[src/rtl/ahb_lite_slave_mux_if.sv]
// ============================================================================
// Module   : ahb_lite_slave_mux_if
// Brief    : AHB-Lite bus bundle between one master, the slave mux and N slaves
// Revision : 1.0 - initial release
// ============================================================================
`default_nettype none

interface ahb_lite_slave_mux_if #(
    parameter int N_SLAVE = 4,
    parameter int W_ADDR  = 32,
    parameter int W_DATA  = 32
);
    logic [W_ADDR-1:0]         ma_HADDR;
    logic [1:0]                ma_HTRANS;
    logic                      out_ma_HREADY;
    logic [1:0]                out_ma_HRESP;
    logic [W_DATA-1:0]         out_ma_HRDATA;
    logic [N_SLAVE-1:0]        out_sl_HSEL;
    logic [N_SLAVE-1:0]        sl_HREADY;
    logic [N_SLAVE*2-1:0]      sl_HRESP;
    logic [N_SLAVE*W_DATA-1:0] sl_HRDATA;

    // View of the bus master.
    modport master (
        output ma_HADDR, ma_HTRANS,
        input  out_ma_HREADY, out_ma_HRESP, out_ma_HRDATA
    );

    // View of the slave group.
    modport slave (
        input  out_sl_HSEL, out_ma_HREADY,
        output sl_HREADY, sl_HRESP, sl_HRDATA
    );

    // View of the decoder/mux itself.
    modport mux (
        input  ma_HADDR, ma_HTRANS, sl_HREADY, sl_HRESP, sl_HRDATA,
        output out_ma_HREADY, out_ma_HRESP, out_ma_HRDATA, out_sl_HSEL
    );
endinterface

`default_nettype wire

[src/rtl/ahb_lite_slave_mux.sv]
// ============================================================================
// Module   : ahb_lite_slave_mux
// Brief    : AHB-Lite address decoder, response mux and ERROR-only default slave
// Revision : 1.0 - initial release
// ============================================================================
`default_nettype none

module ahb_lite_slave_mux #(
    parameter int                          N_SLAVE        = 4,
    parameter int                          W_ADDR         = 32,
    parameter int                          W_DATA         = 32,
    parameter logic [N_SLAVE*W_ADDR-1:0]   ADDR_START_MAP = {N_SLAVE{W_ADDR'(32'h0)}},
    parameter logic [N_SLAVE*W_ADDR-1:0]   ADDR_MASK      = {N_SLAVE{W_ADDR'(32'hFFFF_F000)}},
    parameter int                          W_ERRCNT       = 16
) (
    input  wire logic                HCLK,
    input  wire logic                HRESETn,
    ahb_lite_slave_mux_if.mux        bus,
    output logic [W_ERRCNT-1:0]      err_cnt,
    output logic [W_ADDR-1:0]        err_addr,
    input  wire logic                err_clr
);

    localparam logic [1:0] c_ST_IDLE = 2'd0;
    localparam logic [1:0] c_ST_ERR1 = 2'd1;
    localparam logic [1:0] c_ST_ERR2 = 2'd2;

    localparam logic [1:0] c_RESP_OKAY  = 2'b00;
    localparam logic [1:0] c_RESP_ERROR = 2'b01;

    localparam logic [N_SLAVE:0] c_DSEL_DEFAULT = {1'b1, {N_SLAVE{1'b0}}};

    logic [N_SLAVE-1:0]  w_hit;
    logic [N_SLAVE-1:0]  w_sel;
    logic                w_any_hit;

    logic [N_SLAVE:0]    r_d_sel;
    logic [1:0]          r_state;
    logic [1:0]          w_state_nxt;

    logic                w_def_ready;
    logic [1:0]          w_def_resp;

    logic                w_ready;
    logic [1:0]          w_resp;
    logic [W_DATA-1:0]   w_rdata;

    logic                w_err_accept;
    logic [W_ERRCNT-1:0] r_err_cnt;
    logic [W_ADDR-1:0]   r_err_addr;

    wire                 w_unused_ok = &{1'b0, bus.ma_HTRANS[0]};

    // ------------------------------------------------------------------
    // Address decode
    // ------------------------------------------------------------------
    for (genvar gi = 0; gi < N_SLAVE; gi++) begin : g_hit
        assign w_hit[gi] = ((bus.ma_HADDR ^ ADDR_START_MAP[gi*W_ADDR +: W_ADDR])
                           & ADDR_MASK[gi*W_ADDR +: W_ADDR]) == '0;
    end

    // Walk from the top so that the lowest matching index is the last writer.
    always_comb begin
        w_sel = '0;
        for (int i = N_SLAVE - 1; i >= 0; i--) begin
            if (w_hit[i]) begin
                w_sel    = '0;
                w_sel[i] = 1'b1;
            end
        end
    end

    assign w_any_hit       = |w_hit;
    assign bus.out_sl_HSEL = w_sel;

    // ------------------------------------------------------------------
    // Data-phase owner
    // ------------------------------------------------------------------
    always_ff @(posedge HCLK or negedge HRESETn) begin
        if (!HRESETn) begin
            r_d_sel <= c_DSEL_DEFAULT;
        end else if (w_ready) begin
            r_d_sel <= {~w_any_hit, w_sel};
        end
    end

    // ------------------------------------------------------------------
    // Default-slave FSM
    // ------------------------------------------------------------------
    assign w_err_accept = w_ready & ~w_any_hit & bus.ma_HTRANS[1];

    always_ff @(posedge HCLK or negedge HRESETn) begin
        if (!HRESETn) begin
            r_state <= c_ST_IDLE;
        end else begin
            r_state <= w_state_nxt;
        end
    end

    always_comb begin
        w_state_nxt = r_state;
        case (r_state)
            c_ST_IDLE: if (w_err_accept) w_state_nxt = c_ST_ERR1;
            c_ST_ERR1: w_state_nxt = c_ST_ERR2;
            c_ST_ERR2: w_state_nxt = w_err_accept ? c_ST_ERR1 : c_ST_IDLE;
            default:   w_state_nxt = c_ST_IDLE;
        endcase
    end

    always_comb begin
        w_def_ready = 1'b1;
        w_def_resp  = c_RESP_OKAY;
        case (r_state)
            c_ST_ERR1: begin
                w_def_ready = 1'b0;
                w_def_resp  = c_RESP_ERROR;
            end
            c_ST_ERR2: begin
                w_def_ready = 1'b1;
                w_def_resp  = c_RESP_ERROR;
            end
            default: begin
                w_def_ready = 1'b1;
                w_def_resp  = c_RESP_OKAY;
            end
        endcase
    end

    // ------------------------------------------------------------------
    // Response mux (owner is one-hot, so at most one slave term applies)
    // ------------------------------------------------------------------
    always_comb begin
        w_ready = w_def_ready;
        w_resp  = w_def_resp;
        w_rdata = '0;
        for (int i = 0; i < N_SLAVE; i++) begin
            if (r_d_sel[i]) begin
                w_ready = bus.sl_HREADY[i];
                w_resp  = bus.sl_HRESP[i*2 +: 2];
                w_rdata = bus.sl_HRDATA[i*W_DATA +: W_DATA];
            end
        end
    end

    assign bus.out_ma_HREADY = w_ready;
    assign bus.out_ma_HRESP  = w_resp;
    assign bus.out_ma_HRDATA = w_rdata;

    // ------------------------------------------------------------------
    // Debug: saturating unmapped-access counter and last faulting address
    // ------------------------------------------------------------------
    always_ff @(posedge HCLK or negedge HRESETn) begin
        if (!HRESETn) begin
            r_err_cnt  <= '0;
            r_err_addr <= '0;
        end else if (err_clr) begin
            r_err_cnt  <= '0;
            r_err_addr <= '0;
        end else if (w_err_accept) begin
            if (~&r_err_cnt) begin
                r_err_cnt <= r_err_cnt + W_ERRCNT'(1);
            end
            r_err_addr <= bus.ma_HADDR;
        end
    end

    assign err_cnt  = r_err_cnt;
    assign err_addr = r_err_addr;

endmodule

`default_nettype wire

[src/flat_wrapper.sv]
// flat-port wrapper written by rule: the top's interface ports become plain ports
module ahb_lite_slave_mux_flat 
#(
    parameter int                          N_SLAVE        = 4,
    parameter int                          W_ADDR         = 32,
    parameter int                          W_DATA         = 32,
    parameter logic [N_SLAVE*W_ADDR-1:0]   ADDR_START_MAP = {N_SLAVE{W_ADDR'(32'h0)}},
    parameter logic [N_SLAVE*W_ADDR-1:0]   ADDR_MASK      = {N_SLAVE{W_ADDR'(32'hFFFF_F000)}},
    parameter int                          W_ERRCNT       = 16
)
  (HCLK, HRESETn, err_cnt, err_addr, err_clr, bus_ma_HADDR, bus_ma_HTRANS, bus_sl_HREADY, bus_sl_HRESP, bus_sl_HRDATA, bus_out_ma_HREADY, bus_out_ma_HRESP, bus_out_ma_HRDATA, bus_out_sl_HSEL);
  ahb_lite_slave_mux_if #(.N_SLAVE(N_SLAVE), .W_ADDR(W_ADDR), .W_DATA(W_DATA)) bus_i ();
  input  wire logic HCLK;
  input  wire logic HRESETn;
  output logic [W_ERRCNT-1:0] err_cnt;
  output logic [W_ADDR-1:0] err_addr;
  input  wire logic err_clr;
  input wire logic [$bits(bus_i.ma_HADDR)-1:0] bus_ma_HADDR;
  input wire logic [$bits(bus_i.ma_HTRANS)-1:0] bus_ma_HTRANS;
  input wire logic [$bits(bus_i.sl_HREADY)-1:0] bus_sl_HREADY;
  input wire logic [$bits(bus_i.sl_HRESP)-1:0] bus_sl_HRESP;
  input wire logic [$bits(bus_i.sl_HRDATA)-1:0] bus_sl_HRDATA;
  output wire logic [$bits(bus_i.out_ma_HREADY)-1:0] bus_out_ma_HREADY;
  output wire logic [$bits(bus_i.out_ma_HRESP)-1:0] bus_out_ma_HRESP;
  output wire logic [$bits(bus_i.out_ma_HRDATA)-1:0] bus_out_ma_HRDATA;
  output wire logic [$bits(bus_i.out_sl_HSEL)-1:0] bus_out_sl_HSEL;
  assign bus_i.ma_HADDR = bus_ma_HADDR;
  assign bus_i.ma_HTRANS = bus_ma_HTRANS;
  assign bus_i.sl_HREADY = bus_sl_HREADY;
  assign bus_i.sl_HRESP = bus_sl_HRESP;
  assign bus_i.sl_HRDATA = bus_sl_HRDATA;
  assign bus_out_ma_HREADY = bus_i.out_ma_HREADY;
  assign bus_out_ma_HRESP = bus_i.out_ma_HRESP;
  assign bus_out_ma_HRDATA = bus_i.out_ma_HRDATA;
  assign bus_out_sl_HSEL = bus_i.out_sl_HSEL;
  ahb_lite_slave_mux #(.N_SLAVE(N_SLAVE), .W_ADDR(W_ADDR), .W_DATA(W_DATA), .ADDR_START_MAP(ADDR_START_MAP), .ADDR_MASK(ADDR_MASK), .W_ERRCNT(W_ERRCNT)) u_core (.HCLK(HCLK), .HRESETn(HRESETn), .bus(bus_i), .err_cnt(err_cnt), .err_addr(err_addr), .err_clr(err_clr));
endmodule
[config.mk]
export PLATFORM = sky130hd
export DESIGN_NAME = ahb_lite_slave_mux_flat
export DESIGN_NICKNAME = d
export VERILOG_FILES = /design/src/rtl/ahb_lite_slave_mux_if.sv /design/src/rtl/ahb_lite_slave_mux.sv /design/src/flat_wrapper.sv
export SDC_FILE = /design/constraint.sdc
export NUM_CORES = 1
export LEC_CHECK = 0
export ABC_AREA = 1
export CORE_MARGIN = 5
export CORE_UTILIZATION = 32
export CTS_BUF_LIST = sky130_fd_sc_hd__clkbuf_16
export DETAILED_ROUTE_END_ITERATION = 10
export GPL_TIMING_DRIVEN = 0
export MAX_ROUTING_LAYER = met4
export PLACE_DENSITY_LB_ADDON = 0.08
export SLEW_MARGIN = 20
export SYNTH_ARGS = -nofsm -noshare
export SYNTH_HDL_FRONTEND = slang
export SYNTH_SLANG_ARGS = --single-unit
export TNS_END_PERCENT = 5
[constraint.sdc]
create_clock -name HCLK -period 1.9 [get_ports HCLK]
set_input_delay 0.38 -clock HCLK [delete_from_list [all_inputs] [get_ports HCLK]]
set_output_delay 0.38 -clock HCLK [all_outputs]
set_load 0.01 [all_outputs]
# Word-level counts from Yosys, hierarchy flattened
# Index checks and enable logic that the tools add are counted.
# word_totals
output_inout_bits,87
register_bits,51
input_bits,177
elab_cells,41
# classes
add_sub_neg,1
muxes,23
eq_ne,4
reduce_logical,6
n_bitwise,3
# op_table
cell,count
$mux 32,6
$mux 16,3
$logic_not 32->1,1
$add 16x1->16 const B,1
$reduce_and 16->1,1
$mux 2,5
$mux 1,8
$pmux 2 s3,1
$and 1x1->1,2
$eq 2x1->1 const B,1
$eq 2x2->1 const B,1
$logic_not 2->1,1
$ne 2x1->1 const B,1
$ne 2x2->1 const B,1
$reduce_and 2->1,1
$reduce_bool 2->1,1
$reduce_or 2->1,1
$not 1->1,1

# Longest topological paths before layout
# logic_depth
depth_word,10
ltp_mapped,11
mapped_depth_nobuf,10

# Least setup slack after synthesis
# OpenSTA, ideal clock, no wires.
# synth_timing
path_type,reg-to-reg
from,"register u_core.r_err_cnt[0], in the netlist u_core.err_cnt[0]"
to,"register u_core.r_err_cnt[2], in the netlist u_core.err_cnt[2]"
t_arrival_ns,1.527
required_time_ns,1.783
period_less_slack_ns,1.645
path_buffers,1
slack_ns,0.255
path_stages_with_launch,10
setup_time_ns,0.117
cell_sequence,dfrtp_1 > ha_1 > nand2_2 > nor3_2 > nand2_1 > nor2_2 > nand3_4 > buf_2 > nand3_1 > nand2_1
# synth_via
elab_chain_len,4
word_cells_on_any_way,7
classes_between,add/sub (1); eq/ne (1); mux (3); reduce/logical (2)
# synth_rtl
item,line,rtl
"start, declared",ahb_lite_slave_mux.sv:49,logic [W_ERRCNT-1:0] r_err_cnt;
"start signal, assigned",ahb_lite_slave_mux.sv:161,r_err_cnt <= r_err_cnt + W_ERRCNT'(1);
$add 16x1->16,ahb_lite_slave_mux.sv:161,
$mux 16,ahb_lite_slave_mux.sv:160,if (~&r_err_cnt) begin
$mux 16,ahb_lite_slave_mux.sv:159,end else if (w_err_accept) begin
$mux 16,ahb_lite_slave_mux.sv:156,end else if (err_clr) begin
# Parallel ways exist; a longest one is shown, timed or not. The select of a mux whose other input is x is not followed.
# A chain may end at the register's enable or synchronous reset.

# Worst setup path in the final report
# layout_timing
from,input bus_sl_HRDATA[31]
to,output bus_out_ma_HRDATA[31]
# layout_via
elab_chain_len,4
# layout_rtl
item,line,rtl
"start, declared",flat_wrapper.sv:22,input wire logic [$bits(bus_i.sl_HRDATA)-1:0] bus_sl_HRDATA;
$mux 32 (4 in a row),ahb_lite_slave_mux.sv:137,if (r_d_sel[i]) begin
"end, declared",flat_wrapper.sv:25,output wire logic [$bits(bus_i.out_ma_HRDATA)-1:0] bus_out_ma_HRDATA;
# No other way between the ends.

==> flow_summary_export.csv <==
group,metric,value,unit
worst_setup_path,r2r_slack,0.16,ns
grt,grt_max_degree,52,
synth,async_reset_ff_share,100,%
place,finalWeightedCongestion,0.845,
detailed_routing,routedWlPerCell,13.2,um
synth,synth_edf_count,0,
clock_network,cts_sinks,51,
synth,yosys_warnings,0,
final_layout,fillers,910,
sta,setup_tns,0,ns
detailed_routing,drc_errors,0,
pwr,pwr-share-comb,30.9,%
grt,gr-usage-met2,26.2,%
worst_setup_path,worstSetupPathType,"in -> out",
grt,antenna_found_initial,0,
worst_setup_path,crit_chain,"clkdlybuf4s50_1, nand2_1, inv_1, clkdlybuf4s50_1",
grt,overflow,0,
clock_network,cts_hold_buf,0,
sta,tightest_slew,0.660,ns
sta,maxSlewViolCount,0,
detailed_routing,ant_nets,0,
place,dp_slack,-0.495,ns
pwr,switching_power,0.00103,W
synth,synth_seq_cells,51,
flow_run,max-cap-violations,0,
pwr,p_leak,2.75,nW
detailed_routing,dr.pass1.iters,4,
synth,synth_flop_cell,"dfrtp_1",
final_layout,layout.nets,781,
final_layout,final_core_util,53.7,%
worst_setup_path,timing.rr.end,"u_core.err_cnt[5]",
worst_setup_path,slowest_stage,"clkdlybuf4s50_1",
synth,avgSynthCellArea,6.88,um2
grt,grt_pass1_wl,15100,um
floorplan,io_pins,264,
synth,ys_seq_area_share,43.4,%
grt,grt_use_met1,22.9,%
sta,setup_ws,0.0473,ns
worst_setup_path,arrival,1.47,ns
floorplan,dieHeight,106,um
sta,fin_crit_sh,97.5,%
floorplan,die_w,106,um
detailed_routing,vias,3181,
worst_setup_path,crit_fanout,1,
worst_setup_path,reg2regPathDepth,10,
detailed_routing,totalWireLength,9350,um
clock_network,path_clk_slew,0.07,ns
sta,setup_viol,0,
worst_setup_path,r2r-start,"u_core.err_cnt[0]",
sta,slew_headroom,56.0,%
sta,fin_skew,0.0100,ns
worst_setup_path,cp-end-kind,"output pin",
clock_network,cts_tree,"yes",
clock_network,cts_buffers,5,
pwr,pwr-share-clk,30.8,%
worst_setup_path,crit_top_cell,"clkdlybuf4s50_1",
pwr,sw_frac_of_total,30.2,%
grt,first_global_vias,2935,
pwr,p_seq_share,38.3,%
grt,use_met3,3.98,%
clock_network,clk_latency,0.29,ns
worst_setup_path,cp.required,1.52,ns
detailed_routing,via_per_inst,4.47,
synth,mappedNetlistArea,0.00294,mm2
final_layout,antenna_cells,0,
sta,fin_crit,1.85,ns
final_layout,fin_cells,711,
sta,grt_setup_unrepaired,"yes",
pwr,power.density,700,mW/mm2
worst_hold_path,hold_class,"in -> async",
floorplan,core_area,0.00911,mm2
detailed_routing,drt_iter0_markers,110,
sta,hold_violations,0,
floorplan,rows,35,
grt,grt_busiest_layer,"met2",
place,placed_cells,693,
sta,clock.fmax,540,MHz
run_status,status,"finished clean",
floorplan,start_util,32.3,%
floorplan,dieArea,0.0112,mm2
pwr,power.internal,0.00239,W
grt,grt_usage,16.9,%
place,dp_hpwl,7130,um
synth,yosys.cell_types.count,32,
pwr,peakVddDrop,430,uV
clock_network,clk_path_buf_depth,2,
final_layout,syn2layout_area_growth,66.5,%
worst_setup_path,cpPeakStageDelay,0.54,ns
final_layout,drive_above_1_share,9.00,%
clock_network,h-tree-depth,2,
synth,netlist_instances,427,
pwr,finalPower,0.00343,W
worst_setup_path,start_kind,"input port",
clock_network,root_buffer,"clkbuf_16",
place,portBuffers,153,
-- repair_timing --
item | CTS | global route
endpoints found under the setup margin | 40 | 51
gates resized for setup | 58 | 21
cloned | 0 | 0
pin swaps | 6 | 11
setup buffers | 1 | 9
-- worst max-delay path, delay by kind of cell --
family	cells	cell delay [ns]
buf+inv	3	1.05
simple gates	1	0.05
-- sequential cells by signal (all words and copies together), names as in the netlist --
| register | flops |
|---|---|
| u_core.r_d_sel | 1 |
| u_core.err_addr | 32 |
| u_core.r_state | 2 |
| u_core.err_cnt | 16 |
-- final cells by class --
type / instances / area (um2) / share of cell area [%]
repair buffers: 163 / 1580 / 32.3
multi-input cells: 304 / 1380 / 28.1
flip-flops and latches: 51 / 1280 / 26.1
inverters: 52 / 195 / 3.99
plain buffers: 22 / 151 / 3.09
well taps: 111 / 139 / 2.84
clock buffers: 5 / 125 / 2.56
clock inverters: 3 / 47.5 / 0.971
-- placed cells by master (no fill, tap or decap), types with 2 or more instances in the layout --
cell type        instances
nand2_1                168
clkdlybuf4s50_1        103
nand3_1                 54
dfrtp_1                 50
inv_1                   49
nor2_1                  42
dlygate4sd2_1           35
buf_4                   19
dlymetal6s2s_1          12
clkbuf_16                5
clkbuf_1                 4
o21ai_0                  4
nand4_1                  4
buf_2                    4
ha_1                     4
inv_2                    3
nand2_4                  3
nor3_1                   3
xor2_1                   3
clkbuf_2                 3
conb_1                   3
buf_6                    2
clkbuf_8                 2
nor2_2                   2
-- power by group through the flow --
stage          Combinational (W)  Sequential, W  Clock, W
6_report                 0.00106        0.00131   0.00106
5_1_grt                  0.00117        0.00133   0.00112
4_1_cts                  0.00100        0.00131   0.00108
3_3_place_gp             0.00101        0.00132         0
2_1_floorplan           0.000390        0.00137         0
3_5_place_dp             0.00101        0.00132         0
-- routing by layer --
metal,vias up,part of all wire (%)
li1,1644,-
met1,1416,46
met2,119,46
met3,2,7.1
met4,0,0.43
met5,-,0
-- kinds of logic after synthesis --
family | synth area share [%]
and+or+nand+nor | 40.7
AOI/OAI and AO/OA | 1.49
DFF | 43.4
buffers and inverters | 10.6
adders and majority gates | 2.13
other | 0.128
muxes | 0.383
xor gates and xnor gates | 1.19
-- stage by stage --
step	hold slack (ns)	cell area, um2
2_1_floorplan	0.0844	2950
3_3_place_gp	0.493	4620
3_5_place_dp	0.454	4610
4_1_cts	0.148	4780
5_1_grt	0.167	4890
6_report	0.108	4890
-- worst max-delay path by stage --
stage	startpoint	endpoint	slack (ns)	cells after the start
after floorplan	u_core.err_cnt[0]	u_core.err_cnt[2]	0.26	9
after global placement	HRESETn	u_core.err_cnt[6]	-1.20	1
after detailed placement	bus_ma_HADDR[26]	bus_out_sl_HSEL[0]	-0.50	8
after CTS	bus_ma_HADDR[16]	u_core.err_cnt[5]	-0.06	12
after global routing	u_core.r_state[1]	bus_out_ma_HREADY	-0.03	6
final	bus_sl_HRDATA[31]	bus_out_ma_HRDATA[31]	0.05	4
-- cells in the mapped netlist, drive strengths merged (2+ instances only) --
library cell  count  area (um2)
inv              52         195
ha                5        62.6
dfrtp            51        1280
nor2             44         170
o21ai             5        25.0
nand2           172         661
nor3              4        25.0
or2               2        12.5
buf              13        81.3
clkbuf            9        33.8
xor2              3        26.3
nand3            55         288
nand4             4        25.0
No activity file was read; power rests on OpenSTA's default activity.
